## config.mk

```make
export PLATFORM = sky130hd
export DESIGN_NAME = sync_fifo_dp
export DESIGN_NICKNAME = d
export VERILOG_FILES = /design/src/rtl/sync_fifo_dp_pkg.sv /design/src/rtl/fifo_dpram.sv /design/src/rtl/sync_fifo_dp.sv
export SDC_FILE = /design/constraint.sdc
export NUM_CORES = 2
export LEC_CHECK = 0
export CAP_MARGIN = 30
export CORE_MARGIN = 1
export CORE_UTILIZATION = 44
export CTS_BUF_LIST = sky130_fd_sc_hd__clkbuf_8
export DETAILED_ROUTE_END_ITERATION = 7
export PLACE_DENSITY = 0.69
export SETUP_SLACK_MARGIN = 0.15
export SYNTH_ARGS = -nofsm -noshare
export SYNTH_HDL_FRONTEND = slang
export SYNTH_SLANG_ARGS = --single-unit
```

## constraint.sdc

```tcl
create_clock -name clk -period 4.6 [get_ports clk]
set_input_delay 1.38 -clock clk [delete_from_list [all_inputs] [get_ports clk]]
set_output_delay 1.38 -clock clk [all_outputs]
set_load 0.02 [all_outputs]
```

## src/rtl/sync_fifo_dp_pkg.sv

```systemverilog
// Shared constants and helpers for the sync_fifo_dp FIFO and its RAM.
package sync_fifo_dp_pkg;

  localparam int unsigned AW_DEF = 5;
  localparam int unsigned DW_DEF = 64;

  // Number of entries for a given address width.
  function automatic int unsigned fifo_depth(input int unsigned aw);
    return 32'(1) << aw;
  endfunction

endpackage

```

## src/rtl/fifo_dpram.sv

```systemverilog
// Two-port RAM: synchronous write port, synchronous registered read port.
// Ports:
//   clk, rst_n          clock, async active-low reset (read register only)
//   we_i/waddr_i/din_i  write port
//   re_i/raddr_i/dout_o read port; dout_o holds when re_i is low
module fifo_dpram
  import sync_fifo_dp_pkg::*;
#(
  parameter int unsigned AW = AW_DEF,
  parameter int unsigned DW = DW_DEF
) (
  input  logic          clk,
  input  logic          rst_n,
  input  logic          we_i,
  input  logic [AW-1:0] waddr_i,
  input  logic [DW-1:0] din_i,
  input  logic          re_i,
  input  logic [AW-1:0] raddr_i,
  output logic [DW-1:0] dout_o
);

  localparam int unsigned DEPTH = fifo_depth(AW);

  logic [DW-1:0] mem_q [DEPTH];
  logic [DW-1:0] dout_q;

  // Storage array; deliberately not reset.
  always_ff @(posedge clk) begin
    if (we_i) mem_q[waddr_i] <= din_i;
  end

  // Read data register.
  always_ff @(posedge clk or negedge rst_n) begin
    if (!rst_n)    dout_q <= '0;
    else if (re_i) dout_q <= mem_q[raddr_i];
  end

  assign dout_o = dout_q;

endmodule

```

## src/rtl/sync_fifo_dp.sv

```systemverilog
// Single-clock FIFO: pointer/count controller around a two-port RAM.
// Ports:
//   clk, rst_n                 clock, async active-low reset
//   clear                      synchronous flush (beats read/write)
//   wr_en/din                  write request and data
//   rd_en/dout                 read request and registered read data
//   empty/almost_empty         count == 0 / count == 1
//   full/almost_full           count == depth / count == depth-1
//   waddr/raddr                current write/read pointers
//   wallow/rallow              write/read accepted this cycle
module sync_fifo_dp
  import sync_fifo_dp_pkg::*;
#(
  parameter int unsigned AW = AW_DEF,
  parameter int unsigned DW = DW_DEF
) (
  input  logic          clk,
  input  logic          rst_n,
  input  logic          clear,
  input  logic          wr_en,
  input  logic [DW-1:0] din,
  input  logic          rd_en,
  output logic [DW-1:0] dout,
  output logic          empty,
  output logic          almost_empty,
  output logic          full,
  output logic          almost_full,
  output logic [AW-1:0] waddr,
  output logic [AW-1:0] raddr,
  output logic          wallow,
  output logic          rallow
);

  localparam int unsigned DEPTH    = fifo_depth(AW);
  localparam logic [AW:0] CNT_FULL = (AW+1)'(DEPTH);
  localparam logic [AW:0] CNT_AF   = (AW+1)'(DEPTH - 1);
  localparam logic [AW:0] CNT_ONE  = (AW+1)'(1);

  logic [AW-1:0] wptr_q, wptr_d;
  logic [AW-1:0] rptr_q, rptr_d;
  logic [AW:0]   count_q, count_d;

  // Flags decoded from registered count only.
  always_comb begin
    empty        = (count_q == '0);
    almost_empty = (count_q == CNT_ONE);
    full         = (count_q == CNT_FULL);
    almost_full  = (count_q == CNT_AF);
  end

  // Accept logic; clear and reset suppress both ports.
  always_comb begin
    wallow = rst_n & wr_en & ~full  & ~clear;
    rallow = rst_n & rd_en & ~empty & ~clear;
  end

  // Next-state for pointers and occupancy.
  always_comb begin
    wptr_d  = wptr_q;
    rptr_d  = rptr_q;
    count_d = count_q;
    if (clear) begin
      wptr_d  = '0;
      rptr_d  = '0;
      count_d = '0;
    end else begin
      if (wallow) wptr_d = wptr_q + AW'(1);
      if (rallow) rptr_d = rptr_q + AW'(1);
      unique case ({wallow, rallow})
        2'b10:   count_d = count_q + (AW+1)'(1);
        2'b01:   count_d = count_q - (AW+1)'(1);
        default: count_d = count_q;
      endcase
    end
  end

  always_ff @(posedge clk or negedge rst_n) begin
    if (!rst_n) begin
      wptr_q  <= '0;
      rptr_q  <= '0;
      count_q <= '0;
    end else begin
      wptr_q  <= wptr_d;
      rptr_q  <= rptr_d;
      count_q <= count_d;
    end
  end

  assign waddr = wptr_q;
  assign raddr = rptr_q;

  fifo_dpram #(
    .AW (AW),
    .DW (DW)
  ) u_ram (
    .clk     (clk),
    .rst_n   (rst_n),
    .we_i    (wallow),
    .waddr_i (wptr_q),
    .din_i   (din),
    .re_i    (rallow),
    .raddr_i (rptr_q),
    .dout_o  (dout)
  );

endmodule

```

Word-level counts from Yosys, hierarchy flattened:

Memory sizes are Yosys's and may differ from the RTL's. A register that Yosys moved wholly into a read port is not among the register bits.
Cells that the tools add are included.

* eq/ne operators: 5
* add/sub/neg operators: 4
* mux-type cells: 8
* reductions and logical operators: 5
* bitwise operators: 9

Operators with widths (number)
* 5-bit two-way mux: 4
* 6-bit case mux with 2 select lines: 1
* 5-bit by 1-bit adder with 5-bit output, second input constant: 2
* 6-bit by 1-bit adder with 6-bit output, second input constant: 1
* 1-bit AND: 6
* 6-bit by 1-bit equality test with 1-bit output, second input constant: 1
* 6-bit by 5-bit equality test with 1-bit output, second input constant: 1
* 6-bit equality test, second input constant: 1
* 6-bit logical NOT: 1
* 6-bit two-way mux: 1
* 6-bit by 1-bit subtractor with 6-bit output, second input constant: 1
* 2-bit nonzero test: 2
* 1-bit NOT: 3
* 3-bit nonzero test: 1
* 2-bit by 1-bit equality test with 1-bit output, second input constant: 1
* 2-bit equality test, second input constant: 1
* 1-bit two-way mux: 2
* 1-bit logical NOT: 1

* memory bits (writable): 2048
* logic and storage cells: 35
* bits in registers: 16
* bits of input ports: 69
* memories: 1

Memory list
* u_ram.mem_q: words 32, width 64, read ports 1, clocked after memory_dff 1, wr ports 1, RTL line fifo_dpram.sv:24 `logic [DW-1:0] mem_q [DEPTH];`

Depth between registers and ports, before layout:

* depth after elaboration: 7
* gate-level depth with buffers: 11
* mapped depth without buffers: 7

Hierarchy:

Synthesis repeated with hierarchy kept, for this count alone.

* cell total of the unflattened synthesis: 3470
* area, all modules: 80434.6 µm²

Modules (own cells, without submodules)
* fifo_dpram: times used 1, area each 79394.9 µm², cells an instance 3352
* sync_fifo_dp: times used 1, area each 1039.7 µm², cells an instance 118

Least setup slack after synthesis:

OpenSTA, ideal clock, no wires.

* path kind: input to register
* start: in clear
* end: mem u_ram.mem_q[29][0] (netlist name) (enable)
* required time: 4.113 ns
* buffers on the path: 1
* arrival time: 5.327 ns
* library setup time: 0.487 ns
* path slack: -1.213 ns
* stages on the path: 4
* path through: clkbuf_1 nor3_1 nand2_1 nor2_1

* word-level cells in the longest chain between the ends: 4

RTL lines
* start, declared: RTL line sync_fifo_dp.sv:19 `input logic clear,`
* 1-bit NOT: RTL line sync_fifo_dp.sv:53 `wallow = rst_n & wr_en & ~full & ~clear;`
* 1-bit AND: RTL line sync_fifo_dp.sv:53
* via wallow: RTL line sync_fifo_dp.sv:30 `output logic wallow,`
* 1-bit two-way mux: RTL line fifo_dpram.sv:29 `if (we_i) mem_q[waddr_i] <= din_i;`
* 1-bit two-way mux (implied by the code): RTL line fifo_dpram.sv:29
* end, declared: RTL line fifo_dpram.sv:24

The timed path passes the listed nets, and every way through them passes these cells.

Worst setup path in the final report:

* start: in wr_en
* end: out wallow

* word-level cells in the longest chain between the ends: 3

RTL lines
* start, declared: RTL line sync_fifo_dp.sv:20 `input logic wr_en,`
* 1-bit AND (3 in a row): RTL line sync_fifo_dp.sv:53
* end, declared: RTL line sync_fifo_dp.sv:30

No other way between the ends.

==> impl_metrics.toml <==
[floorplan]
fp.dieW_um = 433
die-area_mm2 = 0.188
core_mm2 = 0.184
ioPinCount = 149
rows = 157
floorplan.initialDensity_pct = 44.5
chipHeight_um = 433

[logic_synthesis]
ys_types = 52
synth_enable_flop_cells = 2048
mappedNetlistArea_mm2 = 0.0818
synth_xor_area_share_pct = 0.139
synth_top_family_by_area = "multiplexers"
synth_area_in_compound_gates_pct = 5.99
postSynth.asyncResetShare_pct = 3.76
ys_ff_latch = 2128
ys_dominant_reg_cell = "edfxtp_1"
ys_top_cells_by_area = "edfxtp_1 75%, mux2i_1 9.6%, mux4_2 3.3%"
synth_warnings = 0
syn-instance-count = 4247
synthDominantAreaCellType = "edfxtp_1"
synthesis.nets = 4325
synth_largest_type_area_fraction_pct = 75.2
synthSimpleGateAreaFrac_pct = 1.33
yosys.area_share.adder_pct = 0.138
syn-mean-instance-area_um2 = 19.3
post_synth_mux_area_share_pct = 13.2
synth-seq-area-share_pct = 77.6

[drt]
routed_wire_length_per_instance_um = 27.8
drt-total-wl_mm = 206
route.detailed.vias_per_inst = 5.83
post-route-drc-count = 0
ant_nets = 0
detailroute.via_count = 43200
drt-initial-drc-count = 4837
drtPass1Iterations = 6

[pwr]
power_total_mw = 41.9
pwr_density_cell_mw_per_mm2 = 445
power.leakage_nw = 28.7
vdd.ir_drop.worst_uv = 335

[run_status]
outcome = "finished clean"

[layout]
register_area_mm2 = 0.0635
areaGrowthSynthToFinish_pct = 15.1
multi_input_area_mm2 = 0.0173
fillCellCount = 14700
design.final.nets = 4766
layout-drive-gt1-share_pct = 16.7
mostFrequentLayoutCells = "2,048 x edfxtp_1, 784 x mux2i_1, 369 x clkbuf_8"
finish.utilization_pct = 51.2
most_frequent_standard_cell_in_the_layout_excluding_fill_and_tap_cells = "edfxtp_1"

[clocking]
tritoncts_num_sinks = 2128
clkLatencyLatePin_ns = 1.05
cts_max_level = 5
cts_clk_pin_slew_worst_paths_ns = 0.06
cts_root_buf = "clkbuf_8"
clock_tree_from_tritoncts = "done"
tritoncts.num_buffers = 347
max-clock-path-buffers = 4
cts_hold_buffers_added = 0

[grt]
global_route.usage.total_pct = 21.8
grt_max_degree = 102
grt_antenna_before_repair = 6
globalRouteOverflowTotal = 0
vias_in_the_first_global_route = 43000
grt_pass1_wl_mm = 297

[critical_path]
cp-endpoint = "wallow"
r2r-end = "u_ram.dout_o[51]"
timing.rr.start = "raddr[3]"
critical_path_class = "input port to primary output"
crit_path_max_fanout = 5
timing.critical_path.from_type = "input port"
reg2reg_setup_slack_ns = 1.23
cp_data_required_time_ns = 3.22
setup.worst_path.start = "wr_en"
critical_path.endpoint_type = "primary output"
reg2regPathDepth = 7
worst-endpoint-arrival_ns = 2.96

[sta]
timing.clock.skew_ns = 0.0886
layout_worst_path_cycle_share_pct = 94.4
rsz0062_at_grt = "false"
worst-slew-pin-transition_ns = 1.08
timing.final.setup_violations = 0
slew_headroom_pct = 28.3
max_freq_mhz = 230
slew_violations = 0
final_period_demand_of_the_worst_path_ns = 4.34
final_hold_viol_count = 0

[place]
finalWeightedCongestion = 0.797
io_buffer_count = 148
dp_hpwl_mm = 118

[hold_path]
min_path_type = "register to register"

[job]
drv.max_cap_violation_count = 0
-- through the flow --
step	hold WS [ns]	cell area [um^2]	cells	TNS, ns	worst slack, ns
finish	0.484	94100	7415	0	0.259
global route	0.514	94100	7413	0	0.148
CTS	0.448	94100	7408	0	0.192
detailed placement	0.482	87900	6798	0	0.199
global placement	0.466	87500	6778	0	0.206
floorplan	0.575	81900	4247	-576.32	-0.284
-- synthesized netlist by cell type (9+ instances only) --
library cell	number
edfxtp_1	2048
mux2i_1	784
a22oi_1	219
a21oi_1	121
mux4_2	121
buf_2	105
a22o_1	99
clkbuf_1	94
nand2_1	86
dfrtp_1	80
o22ai_1	73
a221oi_1	72
nor2_1	54
o41ai_1	37
buf_4	30
nor3_1	28
buf_1	26
o211ai_1	20
mux2_2	18
nand3_1	16
nor2b_1	14
nand4_1	10
a2111oi_0	9
ha_1	9
-- worst min-delay path by stage --
stage / start / to / slack (ns) / cells past startpoint
after global routing: rst_n / raddr[3] / 0.51 / 2
final: u_ram.dout_o[29] / u_ram.dout_o[29] / 0.48 / 2
after floorplan: u_ram.dout_o[32] / u_ram.dout_o[32] / 0.57 / 2
after CTS: rst_n / count_q[0] / 0.45 / 2
after global placement: u_ram.dout_o[29] / u_ram.dout_o[29] / 0.47 / 2
after detailed placement: u_ram.dout_o[29] / u_ram.dout_o[29] / 0.48 / 2
-- sequential cells by signal, indices dropped and copies added, names as in the netlist --
register	flops
u_ram.dout_o	64
u_ram.mem_q	2048
raddr	5
waddr	5
count_q	6
-- routing by layer --
metal / part of all wire [%] / up-vias / global-route usage [%]
li1: - / 18400 / -
met1: 41 / 22500 / 30.1
met2: 49 / 2000 / 35.6
met3: 7.4 / 341 / 3.34
met4: 2.5 / 0 / 6.69
met5: 0 / - / 0
-- layout make-up --
cell class	count	area share, %
sequential	2128	67.5
multi-input combinational	1847	18.4
clock buffer	369	5.39
timing repair buffer	356	4.27
tap	2464	3.27
clock inverter	239	1.18
inverter	8	0.0319
antenna	4	0.0106
-- power by group --
| part | switching (mW) | leakage, nW | internal, mW |
|---|---|---|---|
| combinational | 2.85 | 5.65 | 2.15 |
| sequential | 0.515 | 19.4 | 21.6 |
| clock | 7.20 | 3.65 | 7.65 |
-- critical path, stage by stage --
cell,delay (ns)
clkdlybuf4s50_1,0.51
nand2_1,0.13
nor3_1,0.27
clkdlybuf4s50_1,0.67
-- logic make-up (layout without fill, tap and decap cells) --
logic type	after synthesis	count (layout)
mux	923	923
simple gates	235	235
xor+xnor	13	13
other cells	0	4
compound gates	667	667
buf+inv	272	972
fa+ha+maj	9	9
flops	2128	2128
-- repair_timing --
item	in CTS	in global routing
resized for setup	9	0
buffers inserted	2	0
setup endpoints to repair	3	0
No activity file was read; power rests on OpenSTA's default activity.
